[src/rtl/fpu_pkg.sv]
// Shared FP32 definitions for the adder scheduler and the adder test benches.
package fpu_pkg;

  typedef enum logic [2:0] {
    IDLE   = 3'd0,
    SEND_A = 3'd1,
    SEND_B = 3'd2,
    WAIT_Z = 3'd3,
    RESP   = 3'd4
  } sched_state_t;

  localparam int          FP32_SIGN_BIT = 31;
  localparam logic [31:0] FP32_QNAN     = 32'hFFC0_0000;

  typedef struct packed {
    logic [31:0] a;
    logic [31:0] b;
  } fp_pair_t;

  function automatic logic [31:0] fp32_neg(input logic [31:0] x);
    return x ^ (32'h1 << FP32_SIGN_BIT);
  endfunction

endpackage

[src/rtl/rr_arbiter.sv]
// Combinational round-robin arbiter: searches upward from last_grant+1 and
// returns a one-hot grant plus its index.
module rr_arbiter #(
  parameter int NUM_REQ = 4,
  parameter int ID_W    = $clog2(NUM_REQ)
) (
  input  logic [NUM_REQ-1:0] req,
  input  logic [ID_W-1:0]    last_grant,
  output logic [NUM_REQ-1:0] grant,
  output logic [ID_W-1:0]    grant_idx
);

  logic [ID_W:0] sum;

  // Walk the offsets from farthest to nearest so the nearest hit wins.
  always_comb begin
    grant_idx = last_grant;
    grant     = '0;
    sum       = '0;
    for (int k = NUM_REQ; k >= 1; k--) begin
      sum = {1'b0, last_grant} + (ID_W+1)'(k);
      if (sum >= (ID_W+1)'(NUM_REQ)) sum = sum - (ID_W+1)'(NUM_REQ);
      if (req[sum[ID_W-1:0]]) grant_idx = sum[ID_W-1:0];
    end
    if (|req) grant = NUM_REQ'(1) << grant_idx;
  end

endmodule

[src/rtl/fpu_adder_sched.sv]
// Shares one FP32 adder between NUM_REQ requesters, one operation in flight,
// sequencing the adder's a/b/z handshakes and routing the result back.
module fpu_adder_sched
  import fpu_pkg::*;
#(
  parameter int NUM_REQ = 4,
  parameter int ID_W    = $clog2(NUM_REQ)
) (
  input  logic                  clk,
  input  logic                  rst,
  input  logic [NUM_REQ-1:0]    req_valid,
  input  logic [NUM_REQ-1:0]    req_op,
  input  logic [NUM_REQ*32-1:0] req_a,
  input  logic [NUM_REQ*32-1:0] req_b,
  output logic [NUM_REQ-1:0]    req_ready,
  output logic [NUM_REQ-1:0]    resp_valid,
  output logic [31:0]           resp_z,
  input  logic [NUM_REQ-1:0]    resp_ready,
  output logic                  busy,
  output logic [ID_W-1:0]       grant_id,
  output logic [31:0]           fpu_in_a,
  output logic                  fpu_in_a_req,
  input  logic                  fpu_in_a_ack,
  output logic [31:0]           fpu_in_b,
  output logic                  fpu_in_b_req,
  input  logic                  fpu_in_b_ack,
  input  logic [31:0]           fpu_out_z,
  input  logic                  fpu_out_z_req,
  output logic                  fpu_out_z_ack
);

  sched_state_t state_q, state_d;
  logic [ID_W-1:0] last_grant_q, last_grant_d;
  logic [ID_W-1:0] grant_id_q, grant_id_d;
  fp_pair_t ops_q, ops_d;
  logic [31:0] z_q, z_d;

  logic [NUM_REQ-1:0][31:0] req_a_v, req_b_v;
  logic [NUM_REQ-1:0] arb_grant;
  logic [ID_W-1:0] arb_idx;

  assign req_a_v = req_a;
  assign req_b_v = req_b;

  rr_arbiter #(.NUM_REQ(NUM_REQ), .ID_W(ID_W)) u_arb (
    .req        (req_valid),
    .last_grant (last_grant_q),
    .grant      (arb_grant),
    .grant_idx  (arb_idx)
  );

  always_comb begin
    state_d      = state_q;
    last_grant_d = last_grant_q;
    grant_id_d   = grant_id_q;
    ops_d        = ops_q;
    z_d          = z_q;
    req_ready    = '0;
    case (state_q)
      IDLE: if (|req_valid) begin
        req_ready  = arb_grant;
        ops_d.a    = req_a_v[arb_idx];
        // Subtract is folded into an add by negating b.
        ops_d.b    = req_op[arb_idx] ? fp32_neg(req_b_v[arb_idx]) : req_b_v[arb_idx];
        grant_id_d = arb_idx;
        state_d    = SEND_A;
      end
      SEND_A: if (fpu_in_a_ack) state_d = SEND_B;
      SEND_B: if (fpu_in_b_ack) state_d = WAIT_Z;
      WAIT_Z: if (fpu_out_z_req) begin
        z_d     = fpu_out_z;
        state_d = RESP;
      end
      RESP: if (resp_ready[grant_id_q]) begin
        last_grant_d = grant_id_q;
        state_d      = IDLE;
      end
      default: state_d = IDLE;
    endcase
  end

  always_ff @(posedge clk or posedge rst) begin
    if (rst) begin
      state_q      <= IDLE;
      last_grant_q <= ID_W'(NUM_REQ-1);
      grant_id_q   <= '0;
      ops_q        <= '0;
      z_q          <= '0;
    end else begin
      state_q      <= state_d;
      last_grant_q <= last_grant_d;
      grant_id_q   <= grant_id_d;
      ops_q        <= ops_d;
      z_q          <= z_d;
    end
  end

  // Handshake outputs depend on registered state only.
  assign fpu_in_a      = ops_q.a;
  assign fpu_in_b      = ops_q.b;
  assign fpu_in_a_req  = (state_q == SEND_A);
  assign fpu_in_b_req  = (state_q == SEND_B);
  assign fpu_out_z_ack = (state_q == WAIT_Z);
  assign resp_valid    = (state_q == RESP) ? (NUM_REQ'(1) << grant_id_q) : '0;
  assign resp_z        = z_q;
  assign busy          = (state_q != IDLE);
  assign grant_id      = grant_id_q;

endmodule

[config.mk]
export PLATFORM = sky130hd
export DESIGN_NAME = fpu_adder_sched
export DESIGN_NICKNAME = d
export VERILOG_FILES = /design/src/rtl/fpu_pkg.sv /design/src/rtl/rr_arbiter.sv /design/src/rtl/fpu_adder_sched.sv
export SDC_FILE = /design/constraint.sdc
export NUM_CORES = 1
export LEC_CHECK = 0
export ABC_AREA = 1
export CORE_AREA = 2 2 160 162
export CTS_CLUSTER_SIZE = 16
export DETAILED_ROUTE_END_ITERATION = 10
export DIE_AREA = 0 0 162 164
export SYNTH_ARGS = -nofsm -noshare
export SYNTH_HDL_FRONTEND = slang
export SYNTH_HIERARCHICAL = 1
export SYNTH_SLANG_ARGS = --single-unit
[constraint.sdc]
create_clock -name clk -period 3.7 [get_ports clk]
set_clock_uncertainty 0.05 [all_clocks]
set_input_delay 0.37 -clock clk [delete_from_list [all_inputs] [get_ports clk]]
set_output_delay 0.37 -clock clk [all_outputs]
set_load 0.02 [all_outputs]
* Word level (Yosys, flattened, before mapping) *
Index checks and enable logic that the tools add are counted.

word-level totals
  bits in registers = 103
  output and inout bits = 110
  input port bits = 305

operators by class
  reductions and logical operators = 7
  add/subtract/negate cells = 8
  magnitude comparators = 10
  bitwise logic cells = 1
  eq/ne operators = 9
  shifts and indexed selects = 2
  mux-type cells = 34

operator list
  kind                                                                           count
  32-bit binary-select mux with 2-bit select                                     2
  32-bit two-way mux                                                             3
  2-bit by 3-bit less-than comparator with 1-bit output (second input constant)  6
  2-bit two-way mux                                                              8
  3-bit two-way mux                                                              5
  3-bit one-hot mux with 5 select lines                                          1
  1-bit binary-select mux with 2-bit select                                      6
  3-bit greater-or-equal comparator (second input constant)                      4
  4-bit two-way mux                                                              3
  1-bit by 2-bit << shifter with 4-bit output (first input constant)             2
  2-bit by 1-bit subtractor with 2-bit output (second input constant)            4
  2-bit by 2-bit adder with 3-bit output (second input constant)                 2
  3-bit by 2-bit == test with 1-bit output (second input constant)               2
  1-bit two-way mux                                                              6
  2-bit != test (second input constant)                                          3
  2-bit AND reduction                                                            3
  5-bit AND reduction                                                            1
  2-bit by 1-bit != test with 1-bit output (second input constant)               2
  4-bit OR reduction                                                             1
  2-bit by 1-bit adder with 3-bit output (second input constant)                 1
  2-bit by 3-bit adder with 3-bit output (second input constant)                 1
  3-bit by 1-bit == test with 1-bit output (second input constant)               1
  3-bit == test (second input constant)                                          1
  3-bit logical NOT                                                              1
  other kinds (2)                                                                2

* Depth between registers and ports, before layout *
Gate-level depths: netlist of run 1.

  depth in word-level cells = 13
  depth in mapped cells = 21
  depth with buffers taken out = 18

* Modules after synthesis *
The synthesis of run 1 kept the hierarchy.

by module, submodules not included
  module           seq. area each (um^2)  instances  cells each  area each (um^2)
  fpu_adder_sched  2580.0                 1          796         5908.2
  rr_arbiter       0.0                    1          53          240.2

* Least setup slack after synthesis of run 1 *
No wires, ideal clock.

  path kind = register -> register
  start = register last_grant_q[0]
  end = register ops_q (netlist bit fpu_in_a[11])
  setup time = 0.066 ns
  arrival time = 2.028 ns
  cell stages (with the launch flop) = 18
  path slack = 1.557 ns
  clock period less this slack = 2.143 ns
  path buffers = 3
  cells stage by stage = dfstp_2 buf_6 inv_6 nand2_2 nand2_2 nand2_1 nand2_1 inv_2 nand3_1 nand2_1 inv_1 inv_2 buf_2 clkbuf_1 nor2_1 o22ai_1 nand2_1 nand2_1

on the way
  longest elaborated chain between the ends = 11
  elaborated cells between the ends (all ways) = 30
  classes of those cells = add/sub: 8; order compare: 4; mux: 18

RTL lines
  item                                                                                              RTL line               source
  from (decl)                                                                                       fpu_adder_sched.sv:33  logic [ID_W-1:0] last_grant_q, last_grant_d;
  from (signal assigned)                                                                            fpu_adder_sched.sv:85  last_grant_q <= ID_W'(NUM_REQ-1);
  from (signal assigned)                                                                            fpu_adder_sched.sv:91  last_grant_q <= last_grant_d;
  2-bit by 3-bit adder with 3-bit output                                                            rr_arbiter.sv:21       sum = {1'b0, last_grant} + (ID_W+1)'(k);
  3-bit greater-or-equal comparator or 2-bit by 1-bit subtractor with 2-bit output (tied branches)  rr_arbiter.sv:22       if (sum >= (ID_W+1)'(NUM_REQ)) sum = sum - (ID_W+1)'(NUM_REQ);
  2-bit two-way mux                                                                                 rr_arbiter.sv:22
  1-bit binary-select mux with 2-bit select                                                         rr_arbiter.sv:23       if (req[sum[ID_W-1:0]]) grant_idx = sum[ID_W-1:0];
  1-bit two-way mux (implied by the code)                                                           rr_arbiter.sv:23
  2-bit two-way mux (3 in series)                                                                   rr_arbiter.sv:23
  2-bit two-way mux (*)                                                                             rr_arbiter.sv:23
  net arb_idx[0]                                                                                    fpu_adder_sched.sv:40  logic [ID_W-1:0] arb_idx;
  32-bit binary-select mux with 2-bit select (*)                                                    fpu_adder_sched.sv:62  ops_d.a = req_a_v[arb_idx];
  32-bit two-way mux (implied by the code) (*)                                                      fpu_adder_sched.sv:62
  to (signal assigned)                                                                              fpu_adder_sched.sv:93  ops_q <= ops_d;
  to (decl)                                                                                         fpu_adder_sched.sv:35  fp_pair_t ops_q, ops_d;

The timed path passes the listed nets; every way through them passes the cells marked *. The select of a mux whose other input is x is not followed.
A chain may end at the register's enable or synchronous reset.

* Worst setup path after layout of run 1 *
  start = register last_grant_q[0]
  end = output req_ready[3]

on the way
  longest elaborated chain between the ends = 12
  elaborated cells between the ends (all ways) = 31
  classes of those cells = add/sub: 8; order compare: 4; shift: 1; mux: 18

RTL lines
  item                                                                                              RTL line               source
  2-bit by 3-bit adder with 3-bit output                                                            rr_arbiter.sv:21
  3-bit greater-or-equal comparator or 2-bit by 1-bit subtractor with 2-bit output (tied branches)  rr_arbiter.sv:22
  2-bit two-way mux                                                                                 rr_arbiter.sv:22
  1-bit binary-select mux with 2-bit select                                                         rr_arbiter.sv:23
  1-bit two-way mux (implied by the code)                                                           rr_arbiter.sv:23
  2-bit two-way mux (3 in series)                                                                   rr_arbiter.sv:23
  2-bit two-way mux (*)                                                                             rr_arbiter.sv:23
  net arb_idx[1]                                                                                    fpu_adder_sched.sv:40
  1-bit by 2-bit << shifter with 4-bit output (*)                                                   rr_arbiter.sv:25       if (|req) grant = NUM_REQ'(1) << grant_idx;
  net arb_grant[3]                                                                                  fpu_adder_sched.sv:39  logic [NUM_REQ-1:0] arb_grant;
  4-bit two-way mux (*)                                                                             fpu_adder_sched.sv:60  IDLE: if (|req_valid) begin
  4-bit two-way mux (*)                                                                             fpu_adder_sched.sv:59  case (state_q)
  to (decl)                                                                                         fpu_adder_sched.sv:15  output logic [NUM_REQ-1:0] req_ready,

Marked as above.

==> results of run 1 <==
[routing by layer]
layer	up-vias	GRT usage (%)	part of all wire [%]
li1	3546	-	-
met1	3256	23.0	42
met2	265	30.8	49
met3	42	3.99	6.6
met4	0	7.36	3.0
met5	-	0	0
[sequential cells by signal, indices dropped and copies added (netlist names)]
| name | count |
|---|---|
| state_q | 3 |
| fpu_in_b | 32 |
| grant_id | 2 |
| resp_z | 32 |
| last_grant_q | 2 |
| fpu_in_a | 32 |
[report_power, final]
| group | total, µW | switching, µW | internal (µW) | leakage, µW |
|---|---|---|---|---|
| Combinational | 7530 | 4510 | 3020 | 0.00319 |
| Clock | 1020 | 483 | 541 | 0.000151 |
| Sequential | 2070 | 347 | 1720 | 0.00122 |
| Total | 10600 | 5340 | 5290 | 0.00456 |
[Yosys cell counts (2+ instances only)]
cell type	n	area (µm²)
a31oi_1	26	163
buf_1	2	7.51
buf_2	19	95.1
buf_4	3	22.5
buf_6	10	113
clkbuf_1	26	97.6
dfrtp_1	101	2530
dfstp_2	2	52.6
inv_1	30	113
inv_2	4	15.0
mux2_2	30	338
mux2_4	2	30.0
nand2_1	176	661
nand2_2	7	43.8
nand3_1	14	70.1
nor2_1	215	807
nor3_1	5	25.0
o21ai_0	132	661
o22ai_1	37	231
[through the flow]
| step | util [%] | worst slack, ns |
|---|---|---|
| after floorplan | - | 0.579 |
| after global placement | 42.4 | 0.803 |
| after detailed placement | 42.4 | 0.782 |
| after CTS | 43.7 | 0.630 |
| after global routing | 43.7 | 0.450 |
| final | 43.7 | 0.663 |
[tightest hold or removal path: stages]
cell	delay (ns)
clkdlybuf4s50_1	0.44
inv_4	0.07
buf_12	0.40
[final timing paths]
check                                           end                         from  slack (ns)
max                                    req_ready[3]  last_grant_q[0]$_DFFE_PP1P_        0.66
min                        fpu_in_b[22]$_DFFE_PP0P_                          rst        0.42
max reg2reg                fpu_in_a[11]$_DFFE_PP0P_  last_grant_q[0]$_DFFE_PP1P_        0.99
min reg2reg                fpu_in_a[11]$_DFFE_PP0P_     fpu_in_a[11]$_DFFE_PP0P_        0.44
max in group asynchronous  fpu_in_b[19]$_DFFE_PP0P_                          rst        2.67
min in group clk           fpu_in_a[11]$_DFFE_PP0P_     fpu_in_a[11]$_DFFE_PP0P_        0.44
[kinds of logic after synthesis]
group / synth area share (%)
simple gates: 26.8
compound gates: 17.6
flops: 42.0
buf+inv: 7.67
mux: 5.98
[cell type report]
cell class                      count  area share [%]
Tap cell                          330            3.81
Timing Repair Buffer              428            39.6
Clock buffer                        9            2.08
Inverter                           35            1.31
Multi-Input combinational cell    651            28.6
Clock inverter                      7           0.842
Sequential cell                   103            23.8
==> flow_metrics.py, run 1 <==
metrics = {
    "run_status": {
        "status": "completed",
    },
    "critical_path": {
        "path_buf_inv": 4,
        "path_depth": 13,
        "end_kind": "output port",
        "cp_data_required_time_ns": 3.28,
        "critPathMaxFanout": 10,
        "crit_type": "reg2out",
        "cpPeakStageDelay_ns": 0.68,
        "crit_top_cell": "nand2_1",
        "cpMaxStageDelayCell": "dfstp_2",
        "crit_arrival_ns": 2.62,
        "crit_chain": "inv_6 -> nand2_2 -> nand2_2 -> nand2_1 -> nand2_1 -> inv_1 -> nand2_1 -> nand2_2 -> inv_1 -> nor2_1 -> nand2_1 -> nor2_1 -> clkdlybuf4s50_1",
        "cp-start-kind": "register",
        "crit_family": "buffers and inverters",
        "worstRegToRegCells": 16,
    },
    "layout": {
        "final_cell_area_um2": 10900,
        "layoutNonFillerInstCount": 1563,
        "final_nets": 1533,
        "multi_input_area_um2": 3100,
        "drive_gt1_share_pct": 6.89,
        "diodes": 0,
        "final_common_cell": "clkdlybuf4s50_1",
        "seq_area_um2": 2580,
        "nFillCells": 2522,
        "final_cell_mix": "414 x clkdlybuf4s50_1, 215 x nor2_1, 175 x nand2_1",
        "synthToLayoutAreaGrowth_pct": 76.5,
    },
    "sta": {
        "relSlewSlack_pct": 51.2,
        "slew_violations": 0,
        "setup_viol": 0,
        "rsz0062_at_grt": "no",
        "holdWs_ns": 0.425,
        "fin_tns_setup_ns": 0,
        "worst-slew-pin-transition_ns": 0.733,
        "fmax_mhz": 329,
        "fin_crit_ns": 3.04,
        "final-hold-violation-count": 0,
        "post-route-period-util_pct": 82.1,
    },
    "synth": {
        "ys_seq_area_share_pct": 42.0,
        "synth-seq-cells": 103,
        "syn_avg_cell_area_um2": 7.24,
        "postSynthCellCount": 849,
        "yosys_warnings": 6,
        "synthDistinctLibCells": 27,
        "syn_nets": 1154,
        "synth_edf_count": 0,
        "dominantRegCellSynth": "dfrtp_1",
        "syn_area_um2": 6150,
        "async_reset_ff_share_pct": 100,
    },
    "power_and_ir_drop": {
        "fin_total_pwr_uw": 10600,
        "power_density_nw_per_um2": 980,
        "ir_drop_mv": 0.891,
        "power.leakage_uw": 0.00456,
    },
    "clock_tree": {
        "cts_setup_buffers": 0,
        "clk_latency_ns": 0.35,
        "numCtsBuffers": 9,
        "ctsHoldBuffers": 0,
        "cts_tree": "built",
        "cts_sinks": 103,
        "clock_path_buffers": 2,
        "clk_transition_reported_paths_ns": 0.08,
        "cts-root-buf": "clkbuf_16",
        "h-tree-depth": 3,
        "cts_resized": 0,
    },
    "grt": {
        "track_usage_pct": 18.4,
        "grt_max_degree": 132,
        "grt_pass1_wl_mm": 38.1,
        "grt_pass1_vias": 6941,
        "overflow": 0,
        "antenna_found_initial": 0,
    },
    "floorplan": {
        "std_cell_rows": 58,
        "io_pins": 415,
        "die_width_um": 162,
        "fp.dieH_um": 164,
        "initial_core_util_pct": 24.8,
        "coreArea_um2": 24800,
        "die_area_um2": 26600,
    },
    "routing": {
        "avgViaCountPerCell": 4.55,
        "via_count": 7109,
        "drtPass1Iterations": 5,
        "detail-route-antenna-nets": 0,
        "drc": 0,
        "routedWlPerCell_um": 16.1,
        "drt_iter0_drc": 411,
        "totalWireLength_mm": 25.2,
    },
    "place": {
        "place.gp.congestion": 0.888,
        "portBuffers": 414,
        "dp_hpwl_mm": 18.8,
        "dpl-instance-area_um2": 10500,
        "placed_cells": 1547,
    },
    "job": {
        "cap_violations": 0,
    },
    "min_path": {
        "hp-class": "in2async",
    },
}
Power figures use the tool's default switching activity.
==> run 2, diff against run 1 <==
==> constraint.sdc (replaced) <==
create_clock -name clk -period 3 [get_ports clk]
set_clock_uncertainty 0.05 [all_clocks]
set_input_delay 0.3 -clock clk [delete_from_list [all_inputs] [get_ports clk]]
set_output_delay 0.3 -clock clk [all_outputs]
set_load 0.02 [all_outputs]
==> run 2 against run 1 <==
Routed wire length grew 3.1%. Sequential power rose by 24%. Sequential cell count unchanged. Count of clock-buffer cells in the layout unchanged. Critical path type unchanged. Critical endpoint is now req_ready[2]. Highest routed layer unchanged.
==> flow_metrics.py, run 2 (same netlist as run 1, synthesis figures left out) <==
metrics = {
    "run_status": {
        "status": "completed",
    },
    "layout": {
        "final_cell_area_um2": 10900,
        "drive_gt1_share_pct": 6.82,
        "nFillCells": 2527,
        "final_cell_mix": "410 x clkdlybuf4s50_1, 215 x nor2_1, 175 x nand2_1",
        "final_common_cell": "clkdlybuf4s50_1",
        "final_nets": 1532,
        "synthToLayoutAreaGrowth_pct": 76.9,
        "diodes": 0,
    },
    "grt": {
        "track_usage_pct": 18.6,
        "grt_pass1_wl_mm": 38.4,
        "overflow": 0,
        "antenna_found_initial": 0,
        "grt_pass1_vias": 6773,
        "grt_max_degree": 88,
    },
    "place": {
        "dp_hpwl_mm": 19.4,
        "post-place-ws_ns": 0.256,
        "place.gp.congestion": 0.883,
        "portBuffers": 414,
        "dpl-instance-area_um2": 10600,
    },
    "sta": {
        "fmax_mhz": 386,
        "relSlewSlack_pct": 55.4,
        "post-route-period-util_pct": 86.4,
        "layout_setup_ws_ns": 0.407,
        "setup_viol": 0,
        "fin_tns_setup_ns": 0,
        "fin_crit_ns": 2.59,
        "slew_violations": 0,
        "final-hold-violation-count": 0,
        "rsz0062_at_grt": "no",
        "worst-slew-pin-transition_ns": 0.669,
    },
    "floorplan": {
        "fp.dieH_um": 164,
        "die_area_um2": 26600,
        "die_width_um": 162,
        "initial_core_util_pct": 24.8,
        "io_pins": 415,
        "coreArea_um2": 24800,
        "std_cell_rows": 58,
    },
    "critical_path": {
        "worstReg2RegStart": "last_grant_q[0]$_DFFE_PP1P_",
        "endpoint": "req_ready[2]",
        "cp_data_required_time_ns": 2.65,
        "crit_arrival_ns": 2.24,
        "worstRegToRegCells": 14,
        "end_kind": "output port",
        "crit_type": "reg2out",
        "critPathMaxFanout": 10,
        "cp-start-kind": "register",
        "critPathLaunch": "last_grant_q[0]$_DFFE_PP1P_",
        "r2r_slack_ns": 0.46,
        "rr_endpoint": "fpu_in_a[19]$_DFFE_PP0P_",
    },
    "routing": {
        "totalWireLength_mm": 26.0,
        "drtPass1Iterations": 5,
        "detail-route-antenna-nets": 0,
        "avgViaCountPerCell": 4.59,
        "drt_iter0_drc": 467,
        "routedWlPerCell_um": 16.6,
        "via_count": 7164,
        "drc": 0,
    },
    "clock_tree": {
        "cts-root-buf": "clkbuf_16",
        "h-tree-depth": 3,
        "clk_transition_reported_paths_ns": 0.08,
        "clock_path_buffers": 2,
        "clk_latency_ns": 0.35,
        "cts_tree": "built",
        "cts_setup_buffers": 0,
        "cts_sinks": 103,
        "numCtsBuffers": 9,
    },
    "power_and_ir_drop": {
        "ir_drop_mv": 0.836,
        "power_density_nw_per_um2": 1210,
        "power.leakage_uw": 0.00463,
        "fin_total_pwr_uw": 13200,
    },
    "min_path": {
        "hp-class": "in2async",
    },
    "job": {
        "cap_violations": 0,
    },
}
[run 2: per-stage QoR]
step / cells / hold WS, ns / utilization, %
6_report: 1562 / 0.277 / 43.8
5_1_grt: 1562 / 0.327 / 43.8
4_1_cts: 1562 / 0.283 / 43.8
3_5_place_dp: 1546 / 0.414 / 42.5
3_3_place_gp: 1546 / 0.410 / 42.5
2_1_floorplan: 849 / 0.399 / -
[run 2: worst min path at each step]
stage	slack (ns)	endpoint	from
after floorplan	0.40	resp_z[19]$_DFFE_PP0P_	fpu_out_z[19]
after global placement	0.41	fpu_in_a[31]$_DFFE_PP0P_	fpu_in_a[31]$_DFFE_PP0P_
after detailed placement	0.41	fpu_in_b[19]$_DFFE_PP0P_	fpu_in_b[19]$_DFFE_PP0P_
after CTS	0.28	resp_z[16]$_DFFE_PP0P_	rst
after global routing	0.33	resp_z[16]$_DFFE_PP0P_	rst
final	0.28	resp_z[18]$_DFFE_PP0P_	rst
[run 2: cell type report]
type / count / area, µm² / area share (%)
Tap cell: 330 / 413 / 3.80
Sequential cell: 103 / 2580 / 23.7
Clock inverter: 7 / 86.3 / 0.794
Timing Repair Buffer: 427 / 4330 / 39.8
Multi-Input combinational cell: 651 / 3100 / 28.5
Clock buffer: 9 / 225 / 2.07
Inverter: 35 / 144 / 1.32
[run 2: what timing repair did]
action                     4_1_cts  5_1_grt
hold buffers                     0        0
setup endpoints to repair        0        4
gates resized for setup          0        4
[run 2: layer usage]
layer / vias up / wire (µm) / global-route usage [%] / part of all wire, %
li1: 3540 / - / - / -
met1: 3320 / 10800 / 23.2 / 42
met2: 257 / 12600 / 31.2 / 48
met3: 47 / 1670 / 3.99 / 6.4
met4: 0 / 875 / 7.80 / 3.4
met5: - / 0 / 0 / 0
[run 2: critical path, stage by stage (launching register included)]
cell and delay [ns]:
dfstp_2 0.69, inv_6 0.07, nand2_2 0.06, nand2_1 0.08, nand2_1 0.11, nand2_1 0.07
inv_2 0.05, nand3_1 0.09, nand2_1 0.14, nand2_1 0.08, nor2_1 0.09, nand2_1 0.06
nor2_1 0.08, dlymetal6s2s_1 0.23
[run 2: report_power, final]
part / internal, µW / switching, µW / leakage [µW]
Clock: 667 / 619 / 0.000150
Combinational: 3750 / 5580 / 0.00326
Sequential: 2130 / 436 / 0.00122
==> run 3, diff against run 2 <==
--- a/config.mk
+++ b/config.mk
@@ -10,6 +10,7 @@
 export CTS_CLUSTER_SIZE = 16
 export DETAILED_ROUTE_END_ITERATION = 10
 export DIE_AREA = 0 0 162 164
+export SLEW_MARGIN = 20
 export SYNTH_ARGS = -nofsm -noshare
 export SYNTH_HDL_FRONTEND = slang
 export SYNTH_HIERARCHICAL = 1
==> results of run 3 <==
The final DEF is identical to that of run 2; final timing and power are the same.
